### src/rtl/prog_freq_divider_pkg.sv
`default_nettype none
// ============================================================================
// Module      : div_pkg
// Description : Shared constants, channel state type and helpers for the
//               programmable frequency divider.
// Revision    : 1.0 - initial release
// ============================================================================
package div_pkg;

  // Counter/limit width carried by the channel state type.
  localparam int DIV_CNT_W = 16;

  // Limit every channel starts from after reset.
  localparam int DEFAULT_LIMIT = 25;

  // Complete architectural state of one divider channel.
  typedef struct packed {
    logic [DIV_CNT_W-1:0] cnt;
    logic [DIV_CNT_W-1:0] limit;
    logic [DIV_CNT_W-1:0] shadow;
    logic                 pending;
    logic                 q;
  } ch_state_t;

  // Step decode: the step select is an exponent of two.
  function automatic int unsigned step_of(input int unsigned sel);
    return 32'd1 << sel;
  endfunction

  // Channel index width, never narrower than one bit.
  function automatic int ch_width(input int n);
    return (n > 1) ? $clog2(n) : 1;
  endfunction

endpackage
`default_nettype wire

### src/rtl/prog_freq_divider_if.sv
`default_nettype none
// ============================================================================
// Module      : prog_freq_divider_if
// Description : Limit-update request port (valid/ready) of the divider.
//               master = requester, slave = divider.
// Revision    : 1.0 - initial release
// ============================================================================
interface prog_freq_divider_if #(
  parameter int NUM_CH = 4,
  parameter int CNT_W  = div_pkg::DIV_CNT_W
);
  import div_pkg::*;

  localparam int CH_W = ch_width(NUM_CH);

  logic             valid;
  logic [CH_W-1:0]  ch;
  logic [CNT_W-1:0] limit;
  logic             ready;

  modport master (output valid, output ch, output limit, input ready);
  modport slave  (input valid, input ch, input limit, output ready);

endinterface
`default_nettype wire

### src/rtl/prog_freq_divider_channel.sv
`default_nettype none
// ============================================================================
// Module      : div_channel
// Description : One divider channel: step accumulator with saturation,
//               compare against limit, output toggle, and a shadow limit
//               register that is committed only at a toggle (or at once
//               while the channel is disabled) so the output never glitches.
//               Optional macro: DIV_TICK_EN adds a one-cycle toggle strobe.
// Revision    : 1.0 - initial release
// ============================================================================
module div_channel
  import div_pkg::*;
#(
  parameter int                   STEP_SEL_W  = 2,
  parameter logic [DIV_CNT_W-1:0] RESET_LIMIT = DIV_CNT_W'(DEFAULT_LIMIT)
) (
  input  wire logic                  clk,
  input  wire logic                  reset,
  input  wire logic                  enable,
  input  wire logic [STEP_SEL_W-1:0] step_sel,
  input  wire logic                  wr,
  input  wire logic [DIV_CNT_W-1:0]  wr_limit,
  output logic                       pending,
  output logic                       q
`ifdef DIV_TICK_EN
  ,
  output logic                       tick
`endif
);

  ch_state_t            state;
  ch_state_t            state_next;
  logic [DIV_CNT_W-1:0] step;
  logic [DIV_CNT_W:0]   sum;
  logic                 fire;

  // Next-state: toggle/clear on overflow past limit, otherwise saturating add;
  // shadow commit happens at the toggle or immediately when disabled.
  always_comb begin
    step       = DIV_CNT_W'(step_of(32'(step_sel)));
    sum        = {1'b0, state.cnt} + {1'b0, step};
    fire       = enable && (state.cnt > state.limit);
    state_next = state;

    if (fire) begin
      state_next.q   = ~state.q;
      state_next.cnt = '0;
      if (state.pending) begin
        state_next.limit   = state.shadow;
        state_next.pending = 1'b0;
      end
    end else if (enable) begin
      state_next.cnt = sum[DIV_CNT_W] ? {DIV_CNT_W{1'b1}} : sum[DIV_CNT_W-1:0];
    end else if (state.pending) begin
      state_next.limit   = state.shadow;
      state_next.pending = 1'b0;
    end

    // A write is only accepted while nothing is pending, so it never races
    // the commit above; it always lands after this cycle's toggle decision.
    if (wr) begin
      state_next.shadow  = wr_limit;
      state_next.pending = 1'b1;
    end
  end

  // Channel state register.
  always_ff @(posedge clk or posedge reset) begin
    if (reset) begin
      state <= '{cnt: '0, limit: RESET_LIMIT, shadow: '0, pending: 1'b0, q: 1'b0};
    end else begin
      state <= state_next;
    end
  end

`ifdef DIV_TICK_EN
  // Strobe aligned with the cycle in which q changes.
  always_ff @(posedge clk or posedge reset) begin
    if (reset) begin
      tick <= 1'b0;
    end else begin
      tick <= fire;
    end
  end
`endif

  assign q       = state.q;
  assign pending = state.pending;

endmodule
`default_nettype wire

### src/rtl/prog_freq_divider.sv
`default_nettype none
// ============================================================================
// Module      : prog_freq_divider
// Description : Multi-channel programmable frequency divider / square-wave
//               generator with glitch-free limit reprogramming over a
//               valid/ready port.
//               Optional macro: DIV_TICK_EN adds the tick[NUM_CH] output.
// Revision    : 1.0 - initial release
// ============================================================================
module prog_freq_divider
  import div_pkg::*;
#(
  parameter int NUM_CH        = 4,
  parameter int CNT_W         = DIV_CNT_W,   // must match the channel state width
  parameter int STEP_SEL_W    = 2,
  parameter int DEFAULT_LIMIT = div_pkg::DEFAULT_LIMIT
) (
  input  wire logic                         clk,
  input  wire logic                         reset,
  input  wire logic [NUM_CH-1:0]            enable,
  input  wire logic [NUM_CH*STEP_SEL_W-1:0] step_sel,
  prog_freq_divider_if.slave                cfg,
  output logic [NUM_CH-1:0]                 q
`ifdef DIV_TICK_EN
  ,
  output logic [NUM_CH-1:0]                 tick
`endif
);

  localparam int CH_W = ch_width(NUM_CH);

  logic [NUM_CH-1:0] pending;
  logic [NUM_CH-1:0] wr;

  // Ready reflects the addressed channel; out-of-range indices never match.
  always_comb begin
    cfg.ready = 1'b0;
    for (int c = 0; c < NUM_CH; c++) begin
      if (cfg.ch == CH_W'(c)) begin
        cfg.ready = !pending[c];
      end
    end
  end

  for (genvar c = 0; c < NUM_CH; c++) begin : g_ch
    assign wr[c] = cfg.valid && (cfg.ch == CH_W'(c)) && !pending[c];

    div_channel #(
      .STEP_SEL_W  (STEP_SEL_W),
      .RESET_LIMIT (DIV_CNT_W'(DEFAULT_LIMIT))
    ) u_channel (
      .clk      (clk),
      .reset    (reset),
      .enable   (enable[c]),
      .step_sel (step_sel[c*STEP_SEL_W +: STEP_SEL_W]),
      .wr       (wr[c]),
      .wr_limit (cfg.limit),
      .pending  (pending[c]),
      .q        (q[c])
`ifdef DIV_TICK_EN
      ,
      .tick     (tick[c])
`endif
    );
  end

endmodule
`default_nettype wire
### src/flat_wrapper.sv
// flat-port wrapper written by rule: the top's interface ports become plain ports
module prog_freq_divider_flat import div_pkg::*;
#(
  parameter int NUM_CH        = 4,
  parameter int CNT_W         = DIV_CNT_W,                                        
  parameter int STEP_SEL_W    = 2,
  parameter int DEFAULT_LIMIT = div_pkg::DEFAULT_LIMIT
)
  (clk, reset, enable, step_sel, q, cfg_valid, cfg_ch, cfg_limit, cfg_ready);
  prog_freq_divider_if #(.NUM_CH(NUM_CH), .CNT_W(CNT_W)) cfg_i ();
  input  wire logic clk;
  input  wire logic reset;
  input  wire logic [NUM_CH-1:0] enable;
  input  wire logic [NUM_CH*STEP_SEL_W-1:0] step_sel;
  output logic [NUM_CH-1:0] q;
  input wire logic [$bits(cfg_i.valid)-1:0] cfg_valid;
  input wire logic [$bits(cfg_i.ch)-1:0] cfg_ch;
  input wire logic [$bits(cfg_i.limit)-1:0] cfg_limit;
  output wire logic [$bits(cfg_i.ready)-1:0] cfg_ready;
  assign cfg_i.valid = cfg_valid;
  assign cfg_i.ch = cfg_ch;
  assign cfg_i.limit = cfg_limit;
  assign cfg_ready = cfg_i.ready;
  prog_freq_divider #(.NUM_CH(NUM_CH), .CNT_W(CNT_W), .STEP_SEL_W(STEP_SEL_W), .DEFAULT_LIMIT(DEFAULT_LIMIT)) u_core (.clk(clk), .reset(reset), .enable(enable), .step_sel(step_sel), .cfg(cfg_i), .q(q));
endmodule
### config.mk
export PLATFORM = sky130hd
export DESIGN_NAME = prog_freq_divider_flat
export DESIGN_NICKNAME = d
export VERILOG_FILES = /design/src/rtl/prog_freq_divider_pkg.sv /design/src/rtl/prog_freq_divider_if.sv /design/src/rtl/prog_freq_divider_channel.sv /design/src/rtl/prog_freq_divider.sv /design/src/flat_wrapper.sv
export SDC_FILE = /design/constraint.sdc
export NUM_CORES = 1
export LEC_CHECK = 0
export ABC_AREA = 1
export BUFFER_PORTS_ARGS = -buffer_cell sky130_fd_sc_hd__buf_4
export CAP_MARGIN = 20
export CORE_MARGIN = 1.5
export CORE_UTILIZATION = 35
export DETAILED_ROUTE_END_ITERATION = 16
export PLACE_DENSITY = 0.6
export SYNTH_ARGS = -nofsm -noshare
export SYNTH_HDL_FRONTEND = slang
export SYNTH_HIERARCHICAL = 1
export SYNTH_SLANG_ARGS = --single-unit
### constraint.sdc
create_clock -name clk -period 2.1 [get_ports clk]
set_input_delay 0.21 -clock clk [delete_from_list [all_inputs] [get_ports clk]]
set_output_delay 0.21 -clock clk [all_outputs]
set_load 0.02 [all_outputs]
==> impl_metrics.py <==
metrics = {
    "status": {
        "outcome": "finished, final reports clean",
    },
    "worst_setup_path": {
        "cp_max_fo": 7,
        "cp_slowest_cell": "dfrtp_1",
        "ff2ff_setup_slack_ns": 0.13,
        "crit_type": "register to register",
        "cp_cell_sequence": "ha_1, a21oi_1, nand2_1, a21oi_1, nand2_2, nand2_4, nand2_8, buf_4, o21ai_2",
        "cpPeakStageDelay_ns": 0.43,
        "cp-end-kind": "register",
        "critPathArrivalTime_ns": 2.35,
        "cp.required_ns": 2.48,
        "reg2regPathDepth": 9,
        "r2r_end": "u_core/g_ch[1].u_channel/state[39]",
        "cp_common_cell": "a21oi_1",
        "start_kind": "register",
        "r2r-start": "u_core/g_ch[1].u_channel/state[45]",
    },
    "drt": {
        "totalWireLength_mm": 27.2,
        "via_per_inst": 4.71,
        "wl_met3_um": 794,
        "met2WireLength_mm": 13.2,
        "detail-route-antenna-nets": 0,
        "drc_errors": 0,
        "vias": 9571,
        "routedWlPerCell_um": 13.4,
        "drt-initial-drc-count": 588,
        "wl_met1_mm": 12.9,
        "highest_layer": "met4",
        "first_pass_iters": 5,
    },
    "final_layout": {
        "area_delta_synth_final_pct": 13.7,
        "finalInstanceArea_um2": 13800,
        "fillers": 3563,
        "layout-drive-gt1-share": 0.205,
        "stdcell_count": 2033,
        "nets": 1682,
        "utilization": 0.403,
        "antennaDiodeCount": 0,
    },
    "placement": {
        "placed_area_um2": 13000,
        "dpl.hpwl_mm": 19.8,
        "gp_congestion": 0.789,
        "dp_slack_ns": 0.0461,
        "portBuffers": 37,
        "dp.cells": 1992,
    },
    "floorplan": {
        "io_pins": 38,
        "die_w_um": 189,
        "start_util": 0.354,
        "rows": 68,
        "dieHeight_um": 189,
        "core_area_um2": 34400,
        "die-area_um2": 35900,
    },
    "clock_tree": {
        "clkTransAtPathRegs_ns": 0.08,
        "cts-root-buf": "clkbuf_16",
        "cts_tree": "yes",
        "cts_sinks": 200,
        "htreeDepth": 4,
        "clk_latency_ns": 0.44,
        "clockBufferDepth": 2,
        "numCtsBuffers": 17,
    },
    "synth": {
        "yosysWarnings": 6,
        "syn_avg_cell_area_um2": 8.11,
        "synth_edf_count": 0,
        "ys.flop_type": "dfrtp_1",
        "syn-cell-area_um2": 12200,
        "synth_nets": 1617,
        "synth.distinct_cells": 38,
        "yosysTopAreaCell": "dfrtp_1",
        "synthArstFlopShare": 1.00,
        "yosysTopAreaCellShare": 0.387,
        "synth_seq_area_share": 0.413,
        "synthCells": 1500,
        "synthTopCellsByArea": "dfrtp_1, nand2_1, ha_1",
        "ys_ff_latch": 200,
    },
    "timing": {
        "setup_viol": 0,
        "skew_ns": 0.0166,
        "period_minus_slack_ns": 1.97,
        "tightestPinTransition_ns": 0.725,
        "slew_violations": 0,
        "finalWorstSetupSlack_ns": 0.127,
        "fmax_mhz": 507,
        "fin_tns_setup_ns": 0,
        "post-route-period-util": 0.939,
        "slew_headroom": 0.516,
        "final_hold_viol_count": 0,
    },
    "pwr": {
        "powerDensity_nw_per_um2": 1080,
        "p_leak_uw": 0.00711,
        "ir_worst_vdd_mv": 0.567,
    },
    "hold_path": {
        "min_from": "cfg_limit[9]",
        "min_to": "u_core/g_ch[2].u_channel/state[11]",
        "hold_class": "primary input to register",
        "whs_path_depth": 3,
    },
    "global_routing": {
        "globalRouteOverflowTotal": 0,
        "antenna_found_initial": 0,
        "gr-usage-all-layers": 0.157,
        "grt_max_degree": 51,
        "grt_pass1_wl_mm": 45.7,
        "grt_pass1_vias": 9340,
    },
    "run": {
        "maxCapViolCount": 0,
    },
}
-- cells in the final DEF, fill, tap and decap left out, types with 5 or more instances in the layout --
cell	n
a21oi_1	32
a21oi_2	12
buf_4	74
clkbuf_16	19
dfrtp_1	187
dfstp_2	12
ha_1	77
inv_1	132
inv_2	17
nand2_1	585
nand2_2	20
nand2_4	5
nand2_8	9
nand3_1	54
nand3_2	68
nand4_1	17
nor2_1	84
nor2_2	10
o21ai_0	11
o21ai_1	25
o21ai_2	12
o22ai_1	8
or2_2	16
xor2_1	12
-- metrics by stage --
| stage | hold WS (ns) | power (uW) |
|---|---|---|
| after floorplan | 0.304 | 10200 |
| after global placement | 0.291 | 11300 |
| after detailed placement | 0.294 | 11400 |
| after CTS | 0.00437 | 14700 |
| after global routing | 0.00824 | 16300 |
| final | 0.0252 | 14900 |
-- flip-flops by register name, indices dropped and copies added (netlist names) --
signal	count
u_core/g_ch.u_channel/state	192
u_core/g_ch.u_channel/pending	4
u_core/g_ch.u_channel/q	4
-- synthesized netlist by cell type (16+ instances only) --
| library cell | count |
|---|---|
| a21oi_1 | 32 |
| o21ai_1 | 24 |
| or2_2 | 16 |
| dfrtp_1 | 188 |
| clkbuf_1 | 16 |
| nand3_1 | 54 |
| nand4_1 | 17 |
| nand2_1 | 590 |
| inv_1 | 136 |
| nand2_2 | 20 |
| nor2_1 | 88 |
| nand3_2 | 68 |
| ha_1 | 80 |
-- worst max-delay path, delay by kind of cell (launching register included) --
kind,cells,cell delay [ns]
AOI/OAI and AO/OA,3,0.53
and+or+nand+nor,4,0.44
DFF,1,0.43
adders and majority gates,1,0.33
buffers and inverters,1,0.18
-- what timing repair did --
| item | CTS | global route |
|---|---|---|
| endpoints found under the setup margin | 0 | 97 |
| hold buffers | 2 | 0 |
| buffers inserted | 0 | 4 |
| endpoints found under the hold margin | 71 | 0 |
| resized for setup | 0 | 32 |
-- worst max-delay path by stage --
stage                                             from                                 end  slack [ns]  cells past startpoint
floorplan           u_core/g_ch[0].u_channel/state[21]  u_core/g_ch[0].u_channel/state[29]        0.25                     16
finish              u_core/g_ch[1].u_channel/state[45]  u_core/g_ch[1].u_channel/state[39]        0.13                      9
global placement    u_core/g_ch[3].u_channel/state[34]  u_core/g_ch[3].u_channel/state[34]        0.11                     10
global route        u_core/g_ch[0].u_channel/state[34]  u_core/g_ch[0].u_channel/state[46]       -0.01                     11
CTS                 u_core/g_ch[1].u_channel/state[34]  u_core/g_ch[1].u_channel/state[34]        0.03                     10
detailed placement  u_core/g_ch[1].u_channel/state[34]  u_core/g_ch[1].u_channel/state[34]        0.05                     10
-- kinds of logic (layout without fill, tap and decap cells) --
| kind of cell | after synthesis | count (layout) | share of synthesized area |
|---|---|---|---|
| AO/OA/AOI/OAI | 116 | 116 | 0.0613 |
| XOR/XNOR | 12 | 12 | 0.00864 |
| adder cells (fa/ha/maj) | 84 | 84 | 0.0889 |
| buffers and inverters | 197 | 274 | 0.0813 |
| flip-flops | 200 | 200 | 0.413 |
| AND/OR/NAND/NOR | 891 | 892 | 0.347 |
-- metal layers --
layer  up-vias  GRT usage
li1       4889          -
met1      4540      0.212
met2       124      0.264
met3        18     0.0226
met4         0     0.0412
met5         -          0
-- layout make-up --
class	instances	area [um^2]	area share
multi-input combinational	1104	6330	0.458
inverter	157	609	0.0440
clock buffer	20	457	0.0330
timing repair buffer	85	739	0.0534
tap	455	569	0.0411
sequential	200	5020	0.363
clock inverter	12	108	0.00778
-- power by group --
part | total, uW | switching (uW) | internal (uW)
Combinational | 5680 | 3340 | 2340
Clock | 3210 | 1590 | 1630
Sequential | 6060 | 991 | 5070
Power figures use the tool's default switching activity.
